`src/rtl/alloc_controller.sv`:
```
// ---------------------------------------------------------------------------
// alloc_controller
//
// Sequencing FSM for the dynamic memory allocator. The controller accepts one
// allocate or free request at a time. It scans the six-entry allocation status
// file for a suitable region and reads that region's base from the
// starting-address file. It then updates the status file and the
// register-to-address map.
//
// Build option:
//   ALLOC_BEST_FIT_EN  when defined, an allocate scan starts at the region whose
//                      index equals the size class, so the first eligible region
//                      is the smallest one that fits. When undefined, every scan
//                      starts at region 0 (first fit). A free always starts at 0.
//
// Ports:
//   clk, reset            clock (posedge) and synchronous active-high reset
//   req_valid/req_ready   request handshake; ready only while idle
//   req_op                0 = allocate, 1 = free
//   req_size              bytes requested (1..64), ignored on free
//   req_reg               processor register receiving/holding the address
//   resp_valid            one-cycle completion pulse
//   resp_ok               success flag, valid with resp_valid
//   resp_addr             allocated/freed base, 0 on failure
//   st_rd                 status file read data, region k on [6k+5:6k]
//   st_we/st_a/st_wd      status file write port
//   sa_a/sa_rd            starting-address file index and combinational data
//   r2a_reg/r2a_rd        map index (latched req_reg) and combinational data
//   r2a_we/r2a_wd         map write port
// ---------------------------------------------------------------------------
module alloc_controller #(
    parameter int unsigned NREG = 6
) (
    input  logic                clk,
    input  logic                reset,
    input  logic                req_valid,
    output logic                req_ready,
    input  logic                req_op,
    input  logic [6:0]          req_size,
    input  logic [2:0]          req_reg,
    output logic                resp_valid,
    output logic                resp_ok,
    output logic [7:0]          resp_addr,
    input  logic [6*NREG-1:0]   st_rd,
    output logic                st_we,
    output logic [2:0]          st_a,
    output logic [5:0]          st_wd,
    output logic [2:0]          sa_a,
    input  logic [7:0]          sa_rd,
    output logic [2:0]          r2a_reg,
    input  logic [7:0]          r2a_rd,
    output logic                r2a_we,
    output logic [7:0]          r2a_wd
);

    typedef enum logic [2:0] {
        StIdle,
        StDecode,
        StScan,
        StWrite,
        StResp
    } state_e;

    localparam logic [5:0] StAllocated = 6'h3F;
    localparam logic [7:0] MapEmpty    = 8'hFF;

    state_e      state_q;
    logic        op_q;
    logic [6:0]  size_q;
    logic [2:0]  reg_q;
    logic [2:0]  cls_q;
    logic [7:0]  target_q;
    logic [2:0]  idx_q;

    logic        dec_err;
    logic [2:0]  dec_cls;
    logic [2:0]  start_idx;
    logic [5:0]  cur_status;
    logic [5:0]  free_mask;
    logic        alloc_hit;
    logic        free_hit;
    logic        hit;
    logic        last_idx;

    // The scan index addresses both files, so the starting-address data seen
    // during SCAN and WRITE always belongs to the region under test.
    assign sa_a    = idx_q;
    assign st_a    = idx_q;
    assign r2a_reg = reg_q;

    // Ready is gated by reset so that it reads 0 while reset is held.
    assign req_ready = (state_q == StIdle) && !reset;

    // Size class: 1-2 -> 0, 3-4 -> 1, 5-8 -> 2, 9-16 -> 3, 17-32 -> 4, 33-64 -> 5.
    always_comb begin
        dec_err = 1'b0;
        dec_cls = 3'd0;
        if (size_q == 7'd0 || size_q > 7'd64) begin
            dec_err = 1'b1;
        end else if (size_q <= 7'd2) begin
            dec_cls = 3'd0;
        end else if (size_q <= 7'd4) begin
            dec_cls = 3'd1;
        end else if (size_q <= 7'd8) begin
            dec_cls = 3'd2;
        end else if (size_q <= 7'd16) begin
            dec_cls = 3'd3;
        end else if (size_q <= 7'd32) begin
            dec_cls = 3'd4;
        end else begin
            dec_cls = 3'd5;
        end
    end

`ifdef ALLOC_BEST_FIT_EN
    // Regions below the class index can never serve it, so skip them.
    assign start_idx = op_q ? 3'd0 : dec_cls;
`else
    assign start_idx = 3'd0;
`endif

    // Select the status word of the region being scanned.
    always_comb begin
        cur_status = StAllocated;
        for (int i = 0; i < int'(NREG); i++) begin
            if (idx_q == 3'(i)) begin
                cur_status = st_rd[6*i +: 6];
            end
        end
    end

    // A free region k serves classes 0..k: bits above k are set.
    assign free_mask = 6'h3F << (idx_q + 3'd1);

    assign alloc_hit = ~cur_status[cls_q];
    assign free_hit  = (cur_status == StAllocated) && (sa_rd == target_q);
    assign hit       = op_q ? free_hit : alloc_hit;
    assign last_idx  = (idx_q == 3'(NREG - 1));

    always_ff @(posedge clk) begin
        if (reset) begin
            state_q    <= StIdle;
            op_q       <= 1'b0;
            size_q     <= 7'd0;
            reg_q      <= 3'd0;
            cls_q      <= 3'd0;
            target_q   <= 8'd0;
            idx_q      <= 3'd0;
            resp_valid <= 1'b0;
            resp_ok    <= 1'b0;
            resp_addr  <= 8'd0;
            st_we      <= 1'b0;
            st_wd      <= 6'd0;
            r2a_we     <= 1'b0;
            r2a_wd     <= 8'd0;
        end else begin
            unique case (state_q)
                StIdle: begin
                    if (req_valid) begin
                        op_q      <= req_op;
                        size_q    <= req_size;
                        reg_q     <= req_reg;
                        resp_addr <= 8'd0;
                        resp_ok   <= 1'b0;
                        state_q   <= StDecode;
                    end
                end

                StDecode: begin
                    cls_q    <= dec_cls;
                    target_q <= r2a_rd;
                    idx_q    <= start_idx;
                    if (!op_q && dec_err) begin
                        resp_valid <= 1'b1;
                        resp_ok    <= 1'b0;
                        state_q    <= StResp;
                    end else begin
                        state_q <= StScan;
                    end
                end

                StScan: begin
                    if (hit) begin
                        // Strobes and data are registered here so they are
                        // presented for exactly the WRITE cycle.
                        st_we     <= 1'b1;
                        st_wd     <= op_q ? free_mask : StAllocated;
                        r2a_we    <= 1'b1;
                        r2a_wd    <= op_q ? MapEmpty : sa_rd;
                        resp_addr <= sa_rd;
                        state_q   <= StWrite;
                    end else if (last_idx) begin
                        resp_valid <= 1'b1;
                        resp_ok    <= 1'b0;
                        state_q    <= StResp;
                    end else begin
                        idx_q <= idx_q + 3'd1;
                    end
                end

                StWrite: begin
                    st_we      <= 1'b0;
                    r2a_we     <= 1'b0;
                    resp_valid <= 1'b1;
                    resp_ok    <= 1'b1;
                    state_q    <= StResp;
                end

                StResp: begin
                    resp_valid <= 1'b0;
                    resp_ok    <= 1'b0;
                    state_q    <= StIdle;
                end

                default: begin
                    state_q <= StIdle;
                end
            endcase
        end
    end

endmodule

```
`config.mk`:
```
export PLATFORM = sky130hd
export DESIGN_NAME = alloc_controller
export DESIGN_NICKNAME = d
export VERILOG_FILES = /design/src/rtl/alloc_controller.sv
export SDC_FILE = /design/constraint.sdc
export NUM_CORES = 1
export LEC_CHECK = 0
export CAP_MARGIN = 20
export CORE_ASPECT_RATIO = 1.2
export CORE_MARGIN = 2
export CORE_UTILIZATION = 46
export DETAILED_ROUTE_END_ITERATION = 8
export PLACE_DENSITY = 0.78
export SYNTH_ARGS = -nofsm -noshare
export SYNTH_HDL_FRONTEND = slang
export SYNTH_SLANG_ARGS = --single-unit
```
`constraint.sdc`:
```
create_clock -name clk -period 3.71 [get_ports clk]
set_input_delay 0.742 -clock clk [delete_from_list [all_inputs] [get_ports clk]]
set_output_delay 0.742 -clock clk [all_outputs]
set_load 0.02 [all_outputs]
```
* Yosys cells after proc, flatten, opt, wreduce, memory -nomap -nowiden
Cells that the tools add are included.
Widths: inputs -> output; s select.
** Cells by class
- Eq/ne operators :: 18
- Order comparisons :: 7
- Muxes and demuxes :: 40
- Bitwise operators :: 1
- $add $sub $neg :: 1
- Reductions and logical operators :: 22
- Shift-type cells :: 1
** Operators by type and width (count)
- $mux 6 :: 7
- $mux 3 :: 11
- $mux 8 :: 3
- $pmux 8 s2 :: 1
- $eq 3x2->1 const B :: 4
- $mux 1 :: 12
- $ne 2x2->1 const B :: 6
- $pmux 3 s4 :: 1
- $eq 3x3->1 const B :: 3
- $eq 8x8->1 :: 1
- $reduce_and 2->1 :: 4
- $gt 7x7->1 const B :: 1
- $le 7x2->1 const B :: 1
- $le 7x3->1 const B :: 1
- $le 7x4->1 const B :: 1
- $le 7x5->1 const B :: 1
- $le 7x6->1 const B :: 1
- $logic_not 7->1 :: 1
- $eq 3x1->1 const B :: 2
- $eq 6x6->1 const B :: 1
- $logic_not 3->1 :: 2
- $pmux 3 s2 :: 1
- $reduce_and 3->1 :: 2
- $reduce_bool 2->1 :: 3
- 16 further kinds :: 19
** Word-level totals
- Register bits :: 53
- Bits of input ports :: 66

* Longest topological paths before layout
- Depth in word-level cells :: 13
- Depth in mapped cells :: 12
- Gate-level depth less buffers :: 9

* Worst setup path after synthesis
OpenSTA, ideal clock, no wires.
- Kind :: reg2reg
- Start :: reg idx_q[0], in the netlist sa_a[0]
- End :: reg resp_addr[0]
- Required time :: 3594 ps
- Path slack :: 889 ps
- Buffers on the path :: 2
- Stages on the path, launching flop included :: 12
- Data arrival time :: 2705 ps
- Path through :: dfxtp_1 -> inv_1 -> ha_1 -> nor3b_1 -> o311a_1 -> or3_1 -> nor3_2 -> a2bb2o_4 -> buf_6 -> buf_6 -> nand2_2 -> a41o_1
** Between the ends
- Cells in the longest elaborated chain, start to end :: 13
- Elaborated cells on any way between the ends :: 20
- Classes of those cells :: eq/ne: 7; mux: 9; bitwise: 1; reduce/logical: 3
** RTL lines
- start: declaration :: RTL line 73 : logic [2:0] idx_q;
- start signal: assignment :: RTL line 172 : idx_q <= start_idx;
- start signal: assignment :: RTL line 197 : idx_q <= idx_q + 3'd1;
- $logic_not 3->1 :: RTL line 126 : if (idx_q == 3'(i)) begin
- $mux 6 (5 in a row) :: RTL line 126
- $mux 6 (*) :: RTL line 126
- $bmux 1 s3 :: RTL line 135 : assign alloc_hit = ~cur_status[cls_q];
- $mux 1 (not written as such) :: RTL line 135
- $not 1->1 :: RTL line 135
- $mux 1 (*) :: RTL line 137 : assign hit = op_q ? free_hit : alloc_hit;
- $ne 2x2->1 (no line) (*)
- $reduce_and 3->1 (no line) (*)
- end signal: assignment :: RTL line 190 : resp_addr <= sa_rd;
- end: declaration :: RTL line 43 : output logic [7:0] resp_addr,
Mark *: on every way between the ends. The rest lies on a longest branch, timed or not. The select of a mux whose other input is x is not followed.
A chain may end at the register's enable or synchronous reset.

* Final worst setup path
- Start :: reg idx_q[2], in the netlist sa_a[2]
- End :: reg resp_addr[7]
The elaborated chain is that of the path after synthesis.

==> summary.md <==
| Metric | Value |
|---|---|
| Gr ovfl total | 0 |
| Routability-driven placement congestion ratio | about 0.84 |
| Full die area | around 0.0072 mm2 |
| Die H | a little over 90 um |
| Worst flop-to-flop path endpoint | resp_addr[7]$_SDFFE_PP0P_ |
| Total negative slack | 0 ps |
| Boundary Pins | approximately 100 |
| Synth warnings | 0 |
| Worst setup skew after layout | just over 9 ps |
| DP Area | just under 0.004 mm2 |
| Max clock buf depth | 2 |
| Detailed placement HPWL | 6028 um |
| Leak pwr | 1.526 nW |
| Area fraction in compound gates after synthesis | roughly 26% |
| Achievable Freq | around 320 MHz |
| Post-Layout Inst Area | approximately 0.004 mm2 |
| DRT Wirelength | around 8000 um |
| Via count of the first global-routing pass | around 2700 |
| Setup repair after global routing missed its margin | no |
| Hold Vio Cnt, Final | 0 |
| Internal reg-to-reg setup slack | just under 600 ps |
| Area of the core | ~0.0064 mm2 |
| Proportion of synthesized chip area in sequential cells | a little over a third |
| Required arrival time at the worst endpoint | between 3000 and 4000 ps |
| Final Max Slew Viols | 0 |
| Multiplexer share of the synthesized area | under 10% |
| Number of port buffers | 101 |
| Layout fillers | 556 |
| Category of the worst setup path capture point | flop |
| Async S/R FF share, synth | 0% |
| Xor and xnor area share after synthesis | 2.636% |
| Depth of the worst register-to-register path | 9 |
| Hold Crit Depth | 2 |
| Global-route total usage across every layer | 22.32% |
| Area delta synth->final | 35.94% |
| Number of antenna diodes | 0 |
| Chip Width | roughly 78 um |
| Number of antenna violations at the first check in global routing | 0 |
| Critical hold path startpoint | r2a_reg[2]$_SDFFE_PP0P_ |
| Total CTS buffers | 5 |
| Root buffer selected by CTS | clkbuf_8 |
| Top Registers | r2a_wd (8), resp_addr (8), target_q (8) |
| Total setup violations reported at the end of the flow | 0 |
| Clock transition time at the flip-flop clock pins of the worst setup and hold paths | 100 ps |
| Layout cells sized above 1 | under 10% |
| Max-capacitance violation count | 0 |
| Number of post-CTS setup repair buffers | 0 |
| TritonCTS clock tree | yes |
| H-tree lvl count | 2 |
| Clk_lat worst skew | a little over 300 ps |
| Vias after detailed routing | between 2000 and 3000 |
| Worst Setup Path Type | flop to flop |
| Starting density of the core | between 40% and 50% |
| R2r startpoint | sa_a[2]$_SDFFE_PP0P_ |
| First drt pass iteration count | 4 |
| Class of the most critical hold timing path | flop to flop |
| Global-route wire length before repair | around 13000 um |
| Slew Limit Headroom | between 50% and 60% |
| Number of unique standard cell types used by synthesis | 54 |
| Total number of clock tree sinks | between 50 and 60 |
| Seq cells post-synth | 53 |
| Post-detailed-route count of antenna-violating nets | 0 |
| Largest net degree at the start of global routing | 39 |
| DRT iter0 DRCs | 119 |
| Routed via count divided by cell count | around 5.5 |
| Main combinational cell family by area after synthesis | compound AO/OA/AOI/OAI gates |
| Fraction of the mapped netlist area in simple logic gates | between 20% and 30% |
| Worst path arrival time | about 3300 ps |
| Instance count of the mapped netlist | approximately 370 |
| Most frequently used flop master after synthesis | dfxtp_1 |
| Post-synth EDFFs | 0 |
| Number of nets produced by synthesis | between 400 and 500 |
| Number of nets in the layout | 521 |
| Mean post-synth cell area | around 8.1 um2 |
| Clock period minus final worst setup slack | between 3000 and 4000 ps |
| Worst setup SP type | flop |
| Final period util | between 80 and 90% |
| Cell area after synthesis | around 0.0030 mm2 |
| VDD IR-drop max | between 0.2 and 0.25 mV |
| Number of cell rows | 32 |
| Result of the run | completed |
| Number of design rule violations left after detail routing | 0 |
| Biggest fanout along the worst timing path | 18 |
| Hold buffers post-CTS | 0 |
| Routed length per placed instance | around 15 um |
| Post-cts gate resize count | 0 |
| Pwr/cell area | ~340 mW/mm2 |
| Transition at the pin with the smallest max-transition slack | between 700 and 800 ps |
| Area share of fa/ha/maj cells after synthesis | under 10% |
| Hold EP | r2a_reg[2]$_SDFFE_PP0P_ |
[worst max-delay path, stage by stage, from the launching register on]
cell,delay (ps)
dfxtp_1,640
inv_1,250
ha_1,420
nand3b_1,150
a21oi_1,70
a311o_1,390
a211o_1,330
a2bb2o_4,350
nand2_2,170
a41o_1,260
[synthesized netlist by cell type, types with 2 or more instances]
| master | instances | area, um2 |
|---|---|---|
| dfxtp_1 | 53 | 1061 |
| nand2_1 | 53 | 198.9 |
| a21oi_1 | 37 | 185.2 |
| nor2_1 | 20 | 75.07 |
| clkbuf_1 | 19 | 71.32 |
| nor3_1 | 15 | 75.07 |
| o21ai_0 | 15 | 75.07 |
| inv_1 | 13 | 48.80 |
| nor2b_1 | 10 | 62.56 |
| nor3b_1 | 10 | 75.07 |
| and4_1 | 9 | 78.83 |
| xor2_1 | 9 | 78.83 |
| a41o_1 | 8 | 80.08 |
| o221a_1 | 8 | 90.09 |
| ha_1 | 7 | 87.58 |
| nand2b_1 | 6 | 37.54 |
| a211oi_1 | 5 | 37.54 |
| buf_4 | 5 | 37.54 |
| buf_2 | 4 | 20.02 |
| nand3_1 | 4 | 20.02 |
| nor4_1 | 4 | 25.02 |
| a311oi_1 | 3 | 26.28 |
| a31oi_1 | 3 | 18.77 |
| and3_1 | 3 | 18.77 |
| buf_6 | 3 | 33.78 |
| nand3b_1 | 3 | 22.52 |
| a2111oi_1 | 2 | 20.02 |
| and2_1 | 2 | 12.51 |
| mux2_1 | 2 | 22.52 |
| nor3_2 | 2 | 20.02 |
| o2111ai_1 | 2 | 17.52 |
| o211ai_1 | 2 | 15.01 |
| o311a_1 | 2 | 20.02 |
| o311ai_1 | 2 | 17.52 |
| o32ai_1 | 2 | 17.52 |
| or3_1 | 2 | 12.51 |
[kinds of logic (layout without fill, tap and decap cells)]
group	Yosys count	after routing
AOI/OAI and AO/OA	105	105
xor gates and xnor gates	9	9
and+or+nand+nor	145	145
muxes	3	3
buffers and inverters	45	127
adders and majority gates	7	7
DFF	53	53
[per-stage QoR]
| step | power, W | worst slack [ps] | hold slack (ps) | cells | utilization (%) |
|---|---|---|---|---|---|
| floorplan | 0.0009198 | 888.7 | 448.1 | 367 | - |
| global placement | 0.001070 | 611.8 | 443.8 | 526 | 62.44 |
| detailed placement | 0.001075 | 561.5 | 455.7 | 526 | 62.44 |
| CTS | 0.001398 | 587.8 | 473.4 | 534 | 63.86 |
| global route | 0.001467 | 368.6 | 494.3 | 534 | 63.86 |
| finish | 0.001393 | 581.3 | 465.8 | 534 | 63.86 |
[cell type report]
class	count	area, um2	share of cell area (%)
clock inverter	3	21.27	0.5232
multi-input combinational	269	1714	42.17
timing repair buffer	105	1041	25.61
clock buffer	5	68.82	1.693
sequential	53	1061	26.10
tap	85	106.4	2.616
inverter	14	52.55	1.293
[worst max path at each step]
stage	start	end	slack (ps)	depth (start not counted)
final	sa_a[2]$_SDFFE_PP0P_	resp_addr[7]$_SDFFE_PP0P_	580	9
after global routing	sa_a[1]$_SDFFE_PP0P_	resp_addr[7]$_SDFFE_PP0P_	370	9
after CTS	sa_a[2]$_SDFFE_PP0P_	r2a_wd[1]$_SDFFE_PP0P_	590	8
after detailed placement	st_rd[2]	resp_addr[7]$_SDFFE_PP0P_	560	8
after global placement	st_rd[2]	resp_addr[1]$_SDFFE_PP0P_	610	8
after floorplan	sa_a[0]$_SDFFE_PP0P_	resp_addr[0]$_SDFFE_PP0P_	890	11
[layer usage]
metal  wire length, um  global-route usage, %  up-vias
met4               102                  6.399        0
met2              3654                  34.70      111
met1              3742                  31.46     1351
li1                  -                      -     1491
met5                 0                      0        -
met3               504                  4.191       10
[power by group]
part | internal [W] | switching, W | leakage [nW]
registers | 0.000609 | 0.0000444 | 0.431
clock network | 0.000134 | 0.000195 | 0.0445
logic | 0.000201 | 0.000209 | 1.05
[layout by cell type, fill, tap and decap left out, drive strengths merged, types with 3 or more instances in the layout]
cell type,instances
dfxtp,53
o2111ai,3
nand2,54
buf,4
a311oi,3
nand3b,3
xor2,9
o21ai,16
nand2b,6
inv,14
and4,9
nor4,4
nor2,20
clkbuf,5
ha,7
nor3,17
nor3b,10
a41o,8
nor2b,10
and3,3
a211oi,5
a31oi,3
nand3,4
a21oi,37
clkdlybuf4s50,101
o221a,8
No activity file was read; power rests on OpenSTA's default activity.
